--- src/rtl/resize_update_scheduler_if.sv ---
// Bundle of request, acknowledge and coefficient-update signals around
// resize_update_scheduler.
//   slave  : the scheduler (consumes requests and vsync, drives acks, update and box)
//   master : the requesters / environment (drive requests and vsync)
// Box words are packed {y2, x2, y1, x1}, 16 bits each.
interface resize_update_scheduler_if;
    logic        sw_req;
    logic [63:0] sw_box;
    logic        sw_ack;
    logic        trk_req;
    logic [63:0] trk_box;
    logic        trk_ack;
    logic [1:0]  status;
    logic        vsync;
    logic        update;
    logic [15:0] top_left_x;
    logic [15:0] top_left_y;
    logic [15:0] bot_right_x;
    logic [15:0] bot_right_y;
    logic        busy;
    logic        last_src;
    logic [15:0] applied_count;

    modport slave (
        input  sw_req, sw_box, trk_req, trk_box, vsync,
        output sw_ack, trk_ack, status, update,
        output top_left_x, top_left_y, bot_right_x, bot_right_y,
        output busy, last_src, applied_count
    );

    modport master (
        output sw_req, sw_box, trk_req, trk_box, vsync,
        input  sw_ack, trk_ack, status, update,
        input  top_left_x, top_left_y, bot_right_x, bot_right_y,
        input  busy, last_src, applied_count
    );
endinterface

--- src/rtl/resize_update_scheduler.sv ---
// Arbitrates bounding-box updates from software (sw) and the cluster tracker (trk)
// onto the single update port of the resize coefficient unit. A granted box is
// range-checked, issued as a one-cycle update pulse with a stable box, and the
// requester is acknowledged once the new coefficients were applied at a vsync
// rising edge (or on an invalid box / vsync timeout).
// Ports:
//   clk    : system clock
//   resetn : asynchronous active-low reset
//   bus    : request/ack/status, vsync, update pulse, box outputs, busy,
//            last_src and applied_count (see resize_update_scheduler_if)
module resize_update_scheduler #(
    parameter int unsigned FRAME_W     = 640,
    parameter int unsigned FRAME_H     = 480,
    parameter int unsigned BUSY_CYCLES = 32,      // must be >= 28
    parameter int unsigned VS_TIMEOUT  = 4194304
) (
    input logic                       clk,
    input logic                       resetn,
    resize_update_scheduler_if.slave  bus
);

    typedef enum logic [2:0] {
        StIdle,
        StCheck,
        StIssue,
        StBusy,
        StWaitVs,
        StDone
    } state_e;

    localparam logic [1:0]  StatusOk      = 2'b00;
    localparam logic [1:0]  StatusInvalid = 2'b01;
    localparam logic [1:0]  StatusTimeout = 2'b10;

    localparam logic [16:0] FrameW   = 17'(FRAME_W);
    localparam logic [16:0] FrameH   = 17'(FRAME_H);
    localparam logic [16:0] MaxSpan  = 17'd4095;
    localparam logic [31:0] BusyLast = 32'(BUSY_CYCLES - 1);
    localparam logic [31:0] VsLast   = 32'(VS_TIMEOUT - 1);

    // Matches the coefficient unit's reset coefficients: {y2, x2, y1, x1}.
    localparam logic [63:0] BoxReset = {16'd100, 16'd100, 16'd10, 16'd10};

    state_e      state_q, state_d;
    logic        src_q, src_d;            // source of the grant in flight
    logic [63:0] cap_q, cap_d;            // box captured at grant
    logic [63:0] box_q, box_d;            // box presented to the coefficient unit
    logic [31:0] cnt_q, cnt_d;            // shared BUSY / WAIT_VS cycle counter
    logic [1:0]  status_q, status_d;
    logic        last_src_q, last_src_d;
    logic [15:0] applied_q, applied_d;
    logic        vsync_q;
    logic        sw_blk_q, trk_blk_q;     // req-drop cycle after own ack

    logic        sw_ack_w, trk_ack_w;
    logic        sw_elig, trk_elig, grant_src;
    logic        vs_rise;
    logic [15:0] x1, y1, x2, y2;
    logic [16:0] span_w, span_h;
    logic        box_bad;

    assign sw_elig  = bus.sw_req  & ~sw_blk_q;
    assign trk_elig = bus.trk_req & ~trk_blk_q;
    // On a tie the winner is the source that did not win last time.
    assign grant_src = (sw_elig && trk_elig) ? ~last_src_q : trk_elig;

    assign vs_rise = bus.vsync & ~vsync_q;

    assign x1 = cap_q[15:0];
    assign y1 = cap_q[31:16];
    assign x2 = cap_q[47:32];
    assign y2 = cap_q[63:48];

    // 17-bit spans; only meaningful when the ordering terms below are clear.
    assign span_w = {1'b0, x2} - {1'b0, x1} + 17'd1;
    assign span_h = {1'b0, y2} - {1'b0, y1} + 17'd1;

    assign box_bad = (x2 < x1) || (y2 < y1) ||
                     ({1'b0, x2} >= FrameW) || ({1'b0, y2} >= FrameH) ||
                     (span_w > MaxSpan) || (span_h > MaxSpan);

    always_comb begin
        state_d    = state_q;
        src_d      = src_q;
        cap_d      = cap_q;
        box_d      = box_q;
        cnt_d      = cnt_q;
        status_d   = status_q;
        last_src_d = last_src_q;
        applied_d  = applied_q;

        unique case (state_q)
            StIdle: begin
                if (sw_elig || trk_elig) begin
                    src_d      = grant_src;
                    last_src_d = grant_src;
                    cap_d      = grant_src ? bus.trk_box : bus.sw_box;
                    state_d    = StCheck;
                end
            end
            StCheck: begin
                if (box_bad) begin
                    status_d = StatusInvalid;
                    state_d  = StDone;
                end else begin
                    box_d   = cap_q;
                    state_d = StIssue;
                end
            end
            StIssue: begin
                cnt_d   = '0;
                state_d = StBusy;
            end
            StBusy: begin
                // vsync edges here are ignored; coefficients are still being computed.
                if (cnt_q == BusyLast) begin
                    cnt_d   = '0;
                    state_d = StWaitVs;
                end else begin
                    cnt_d = cnt_q + 32'd1;
                end
            end
            StWaitVs: begin
                if (vs_rise) begin
                    status_d  = StatusOk;
                    applied_d = applied_q + 16'd1;
                    state_d   = StDone;
                end else if (cnt_q == VsLast) begin
                    status_d = StatusTimeout;
                    state_d  = StDone;
                end else begin
                    cnt_d = cnt_q + 32'd1;
                end
            end
            StDone: begin
                last_src_d = src_q;
                state_d    = StIdle;
            end
            default: begin
                state_d = StIdle;
            end
        endcase
    end

    always_ff @(posedge clk or negedge resetn) begin
        if (!resetn) begin
            state_q    <= StIdle;
            src_q      <= 1'b0;
            cap_q      <= '0;
            box_q      <= BoxReset;
            cnt_q      <= '0;
            status_q   <= StatusOk;
            last_src_q <= 1'b1;
            applied_q  <= '0;
            vsync_q    <= 1'b0;
            sw_blk_q   <= 1'b0;
            trk_blk_q  <= 1'b0;
        end else begin
            state_q    <= state_d;
            src_q      <= src_d;
            cap_q      <= cap_d;
            box_q      <= box_d;
            cnt_q      <= cnt_d;
            status_q   <= status_d;
            last_src_q <= last_src_d;
            applied_q  <= applied_d;
            vsync_q    <= bus.vsync;
            sw_blk_q   <= sw_ack_w;
            trk_blk_q  <= trk_ack_w;
        end
    end

    assign sw_ack_w  = (state_q == StDone) && !src_q;
    assign trk_ack_w = (state_q == StDone) &&  src_q;

    assign bus.sw_ack        = sw_ack_w;
    assign bus.trk_ack       = trk_ack_w;
    assign bus.status        = status_q;
    assign bus.update        = (state_q == StIssue);
    assign bus.top_left_x    = box_q[15:0];
    assign bus.top_left_y    = box_q[31:16];
    assign bus.bot_right_x   = box_q[47:32];
    assign bus.bot_right_y   = box_q[63:48];
    assign bus.busy          = (state_q != StIdle);
    assign bus.last_src      = last_src_q;
    assign bus.applied_count = applied_q;

endmodule

--- src/flat_wrapper.sv ---
// flat-port wrapper written by rule: the top's interface ports become plain ports
module resize_update_scheduler_flat 
#(
    parameter int unsigned FRAME_W     = 640,
    parameter int unsigned FRAME_H     = 480,
    parameter int unsigned BUSY_CYCLES = 32,                      
    parameter int unsigned VS_TIMEOUT  = 4194304
)
  (clk, resetn, bus_sw_req, bus_sw_box, bus_trk_req, bus_trk_box, bus_vsync, bus_sw_ack, bus_trk_ack, bus_status, bus_update, bus_top_left_x, bus_top_left_y, bus_bot_right_x, bus_bot_right_y, bus_busy, bus_last_src, bus_applied_count);
  resize_update_scheduler_if bus_i ();
  input logic clk;
  input logic resetn;
  input wire logic [$bits(bus_i.sw_req)-1:0] bus_sw_req;
  input wire logic [$bits(bus_i.sw_box)-1:0] bus_sw_box;
  input wire logic [$bits(bus_i.trk_req)-1:0] bus_trk_req;
  input wire logic [$bits(bus_i.trk_box)-1:0] bus_trk_box;
  input wire logic [$bits(bus_i.vsync)-1:0] bus_vsync;
  output wire logic [$bits(bus_i.sw_ack)-1:0] bus_sw_ack;
  output wire logic [$bits(bus_i.trk_ack)-1:0] bus_trk_ack;
  output wire logic [$bits(bus_i.status)-1:0] bus_status;
  output wire logic [$bits(bus_i.update)-1:0] bus_update;
  output wire logic [$bits(bus_i.top_left_x)-1:0] bus_top_left_x;
  output wire logic [$bits(bus_i.top_left_y)-1:0] bus_top_left_y;
  output wire logic [$bits(bus_i.bot_right_x)-1:0] bus_bot_right_x;
  output wire logic [$bits(bus_i.bot_right_y)-1:0] bus_bot_right_y;
  output wire logic [$bits(bus_i.busy)-1:0] bus_busy;
  output wire logic [$bits(bus_i.last_src)-1:0] bus_last_src;
  output wire logic [$bits(bus_i.applied_count)-1:0] bus_applied_count;
  assign bus_i.sw_req = bus_sw_req;
  assign bus_i.sw_box = bus_sw_box;
  assign bus_i.trk_req = bus_trk_req;
  assign bus_i.trk_box = bus_trk_box;
  assign bus_i.vsync = bus_vsync;
  assign bus_sw_ack = bus_i.sw_ack;
  assign bus_trk_ack = bus_i.trk_ack;
  assign bus_status = bus_i.status;
  assign bus_update = bus_i.update;
  assign bus_top_left_x = bus_i.top_left_x;
  assign bus_top_left_y = bus_i.top_left_y;
  assign bus_bot_right_x = bus_i.bot_right_x;
  assign bus_bot_right_y = bus_i.bot_right_y;
  assign bus_busy = bus_i.busy;
  assign bus_last_src = bus_i.last_src;
  assign bus_applied_count = bus_i.applied_count;
  resize_update_scheduler #(.FRAME_W(FRAME_W), .FRAME_H(FRAME_H), .BUSY_CYCLES(BUSY_CYCLES), .VS_TIMEOUT(VS_TIMEOUT)) u_core (.clk(clk), .resetn(resetn), .bus(bus_i));
endmodule
--- config.mk ---
export PLATFORM = sky130hd
export DESIGN_NAME = resize_update_scheduler_flat
export DESIGN_NICKNAME = d
export VERILOG_FILES = /design/src/rtl/resize_update_scheduler_if.sv /design/src/rtl/resize_update_scheduler.sv /design/src/flat_wrapper.sv
export SDC_FILE = /design/constraint.sdc
export NUM_CORES = 1
export LEC_CHECK = 0
export ABC_AREA = 1
export CAP_MARGIN = 0
export CORE_UTILIZATION = 35
export DETAILED_ROUTE_END_ITERATION = 7
export GPL_TIMING_DRIVEN = 0
export PLACE_DENSITY_LB_ADDON = 0.15
export REMOVE_ABC_BUFFERS = 1
export SLEW_MARGIN = 15
export SYNTH_ARGS = -nofsm -noshare
export SYNTH_HDL_FRONTEND = slang
export SYNTH_SLANG_ARGS = --single-unit
--- constraint.sdc ---
create_clock -name clk -period 4.8 [get_ports clk]
set_input_delay 0.48 -clock clk [delete_from_list [all_inputs] [get_ports clk]]
set_output_delay 0.48 -clock clk [all_outputs]
set_load 0.01 [all_outputs]
==> key figures <==
Die
  • Top-Level Pins: 220
  • Cell Rows: 64
  • Initial Util: 0.357
  • Die area: around 32000 um2
  • Die height: 179 um
  • Core Box Area: 30700 um2
  • Die width: 179 um

Finish
  • Final Non-Filler Cells: 2008
  • Post-route cell area: around 14000 um2
  • Core Util, Final: 0.465
  • Area growth, synth to finish: 30.3%
  • Fraction of layout cells with a size suffix above 1: 0.0552
  • Inserted Diodes: 0
  • Filler instances: approximately 3000
  • Final #Nets: between 1500 and 2000

CTS
  • Hold-fix buffers at CTS: 0
  • Clock sinks: ~190
  • # Post-CTS Setup Buffers: 0
  • CTS tree: built
  • Total CTS buffers: 17
  • Reg clk slew, reported paths: around 0.07 ns
  • Htree depth: 4
  • Clock Latency Late Sink: about 0.45 ns
  • CTS Buffer Depth: 2
  • Clock root cell: clkbuf_16
  • Post_cts resized: 0

Worst setup path
  • Reg2Reg Capture Point: u_core.box_q[26]$_DFFE_PN0P_
  • CP startpoint kind: register
  • Worst Path Required: 5.12 ns
  • CP arrival: 3.89 ns
  • Crit Path Class: reg -> reg
  • Crit path capture type: register
  • R2R depth: 19
  • RR Startpoint: u_core.cap_q[17]$_DFFE_PN0P_
  • Worst-path fanout max: 26
  • R2R Setup Slk: around 1.2 ns

Synth
  • Share of the synthesized area in the top cell type: 0.400
  • Register area share after synthesis: 0.427
  • Ys flop type: dfrtp_1
  • EDFF count, synth: 0
  • Warnings from Yosys: 0
  • Cell variety after synth: 41
  • Number of synthesized register bits: roughly 190
  • Most numerous cell in the Yosys netlist: nand2_1
  • Synth area leaders: dfrtp_1 40%, nand2_1 9.7%, ha_1 7.8%
  • Avg Cell Area, Syn: between 7 and 8 um2
  • Post-synth top cells: 282 x nand2_1, 216 x inv_1, 175 x dfrtp_1, 169 x nor2_1, 135 x o21ai_0
  • Mapped cell area: 10900 um2
  • Cells after Synth: approximately 1400
  • Async S/R FF share, synth: 1.00
  • Post-synth top area cell: dfrtp_1

Drt
  • DR pass1 iterations: 5
  • Routed Antenna Nets: 0
  • Initial detailed-routing violation count: 539
  • Final WL: between 20000 and 30000 um
  • Via density: approximately 4.8
  • Via Count: a little under 10000
  • Wirelength per Cell: ~14 um
  • Post-route DRC: 0

GRT
  • Tot GR Track Use: 0.188
  • First-pass GRT wire length: approximately 47000 um
  • Initial antenna violation count: 0
  • GRT overflow: 0
  • Vias in the first global route: slightly above 9000
  • Largest net degree at the start of global routing: 100

Placement
  • Placed Area: between 10000 and 15000 um2
  • I/O Buffers: between 200 and 250
  • Placed cells: just under 2000
  • HPWL after DPL: 21400 um
  • Gpl congestion: 0.885

Timing
  • Max-slew violations: 0
  • Fmax: ~0.28 GHz
  • Crit path time final: ~3.6 ns
  • RSZ-0062 raised after global routing: no
  • Period Utilization, post-route: 0.744
  • Final setup violation count: 0
  • Worst-margin pin slew: 0.806 ns
  • Final Skew: 0.0135 ns
  • Fin. Hold Viols: 0
  • Rel. slew slack: 0.461

Worst hold path
  • HP Class: in -> async

Outcome
  • Status: finished clean

Power and ir drop
  • Pwr per Cell Area: 578 nW/um2
  • VDD IR max: 0.000279 V
  • Static leakage: roughly 6.7 nW

Job
  • Total of max-cap violations: 0
==> state kept, by name, summed over array words and instances (netlist names) <==
| name | cells |
|---|---|
| u_core.vsync_q | 1 |
| u_core.trk_blk_q | 1 |
| u_core.bus.last_src | 1 |
| u_core.box_q | 64 |
| u_core.bus.status | 2 |
| u_core.src_q | 1 |
| u_core.cnt_q | 32 |
| u_core.bus.applied_count | 16 |
| u_core.state_q | 3 |
| u_core.sw_blk_q | 1 |
| u_core.cap_q | 64 |
==> how the worst max path moves through the flow <==
stage                                      start                                      end  slack, ns
finish              u_core.cap_q[17]$_DFFE_PN0P_             u_core.box_q[26]$_DFFE_PN0P_       1.23
global route         u_core.cap_q[8]$_DFFE_PN0P_             u_core.box_q[15]$_DFFE_PN0P_       0.90
CTS                 u_core.cap_q[17]$_DFFE_PN0P_             u_core.box_q[30]$_DFFE_PN0P_       1.20
detailed placement  u_core.cap_q[17]$_DFFE_PN0P_             u_core.box_q[30]$_DFFE_PN0P_       1.25
global placement                          resetn  u_core.bus.applied_count[4]$_DFFE_PN0P_      -4.89
floorplan                            bus_trk_req              u_core.cap_q[0]$_DFFE_PN0P_      -0.06
==> worst max-delay path, cell delays in order, from the launching register on <==
cell      delay, ns
dfrtp_1        0.40
inv_1          0.11
ha_1           0.24
inv_1          0.07
ha_1           0.24
inv_1          0.08
fa_1           0.36
nand3b_1       0.16
nand2_1        0.09
nand3_1        0.09
nand3_1        0.09
nand2_1        0.05
nand2_1        0.06
nand3_1        0.09
nor2_1         0.23
nand4_4        0.42
buf_16         0.34
buf_16         0.18
nand2_1        0.07
o21ai_0        0.07
==> logic make-up (layout without fill, tap and decap cells) <==
kind of cell,count (synthesis),after routing,synth area share
AND/OR/NAND/NOR,580,580,0.224
buffers and inverters,271,486,0.0959
AO/OA/AOI/OAI,252,252,0.127
flip-flops,186,186,0.427
adder cells (fa/ha/maj),84,84,0.107
XOR/XNOR,23,23,0.0184
multiplexers,1,1,0.00103
==> where the power goes <==
group	internal, W	switching (W)	leakage [nW]	total [W]
registers	0.00191	0.000222	2.41	0.00213
clock network	0.000786	0.000678	0.285	0.00146
logic	0.00172	0.00293	3.99	0.00465
==> final cells by class <==
cell class | instances | area, um2 | area share
multi-input combinational | 940 | 5230 | 0.367
sequential | 186 | 4670 | 0.328
timing repair buffer | 228 | 2410 | 0.169
inverter | 226 | 851 | 0.0597
tap | 396 | 495 | 0.0348
clock buffer | 19 | 433 | 0.0304
clock inverter | 13 | 158 | 0.0111
==> per-stage QoR <==
stage | worst slack, ns | TNS (ns) | power, W | hold WS, ns
global route | 0.902 | 0 | 0.00911 | 0.0814
CTS | 1.20 | 0 | 0.00833 | 0.0653
global placement | -4.89 | -1083.99 | 0.00674 | 0.442
floorplan | -0.0583 | -3.70 | 0.00546 | 0.184
finish | 1.23 | 0 | 0.00824 | 0.0509
detailed placement | 1.25 | 0 | 0.00680 | 0.453
==> layout by cell type (no fill, tap or decap), types with 2 or more instances in the layout <==
cell type and instances:
o22ai_1 63, clkbuf_1 2, a31oi_1 3, o21ai_0 135, nand2_2 4, nor2_1 168, a211oi_1 2, ha_1 68
nand2_1 281, inv_8 3, inv_1 215, dfrtp_1 175, fa_1 16, clkbuf_16 17, buf_16 5, bufinv_16 2
xnor2_1 7, nor3_1 20, o21ai_2 5, a21oi_1 30, buf_12 4, nand4_1 27, nor3b_1 2, nor4_1 6
inv_2 10, nor2_2 9, clkinvlp_4 2, dfstp_2 11, o21ai_1 8, nor3_2 3, inv_6 4, nand3b_1 4
clkdlybuf4s50_1 218, xor2_1 16, nand3_1 50
==> per-layer routing <==
metal  track usage  vias to the layer above  wire (um)
li1              -                     4902          -
met1         0.260                     4469      14000
met2         0.293                      218      12800
met3        0.0477                       22       1770
met4        0.0477                        0        370
met5             0                        -          0
Power figures use the tool's default switching activity.
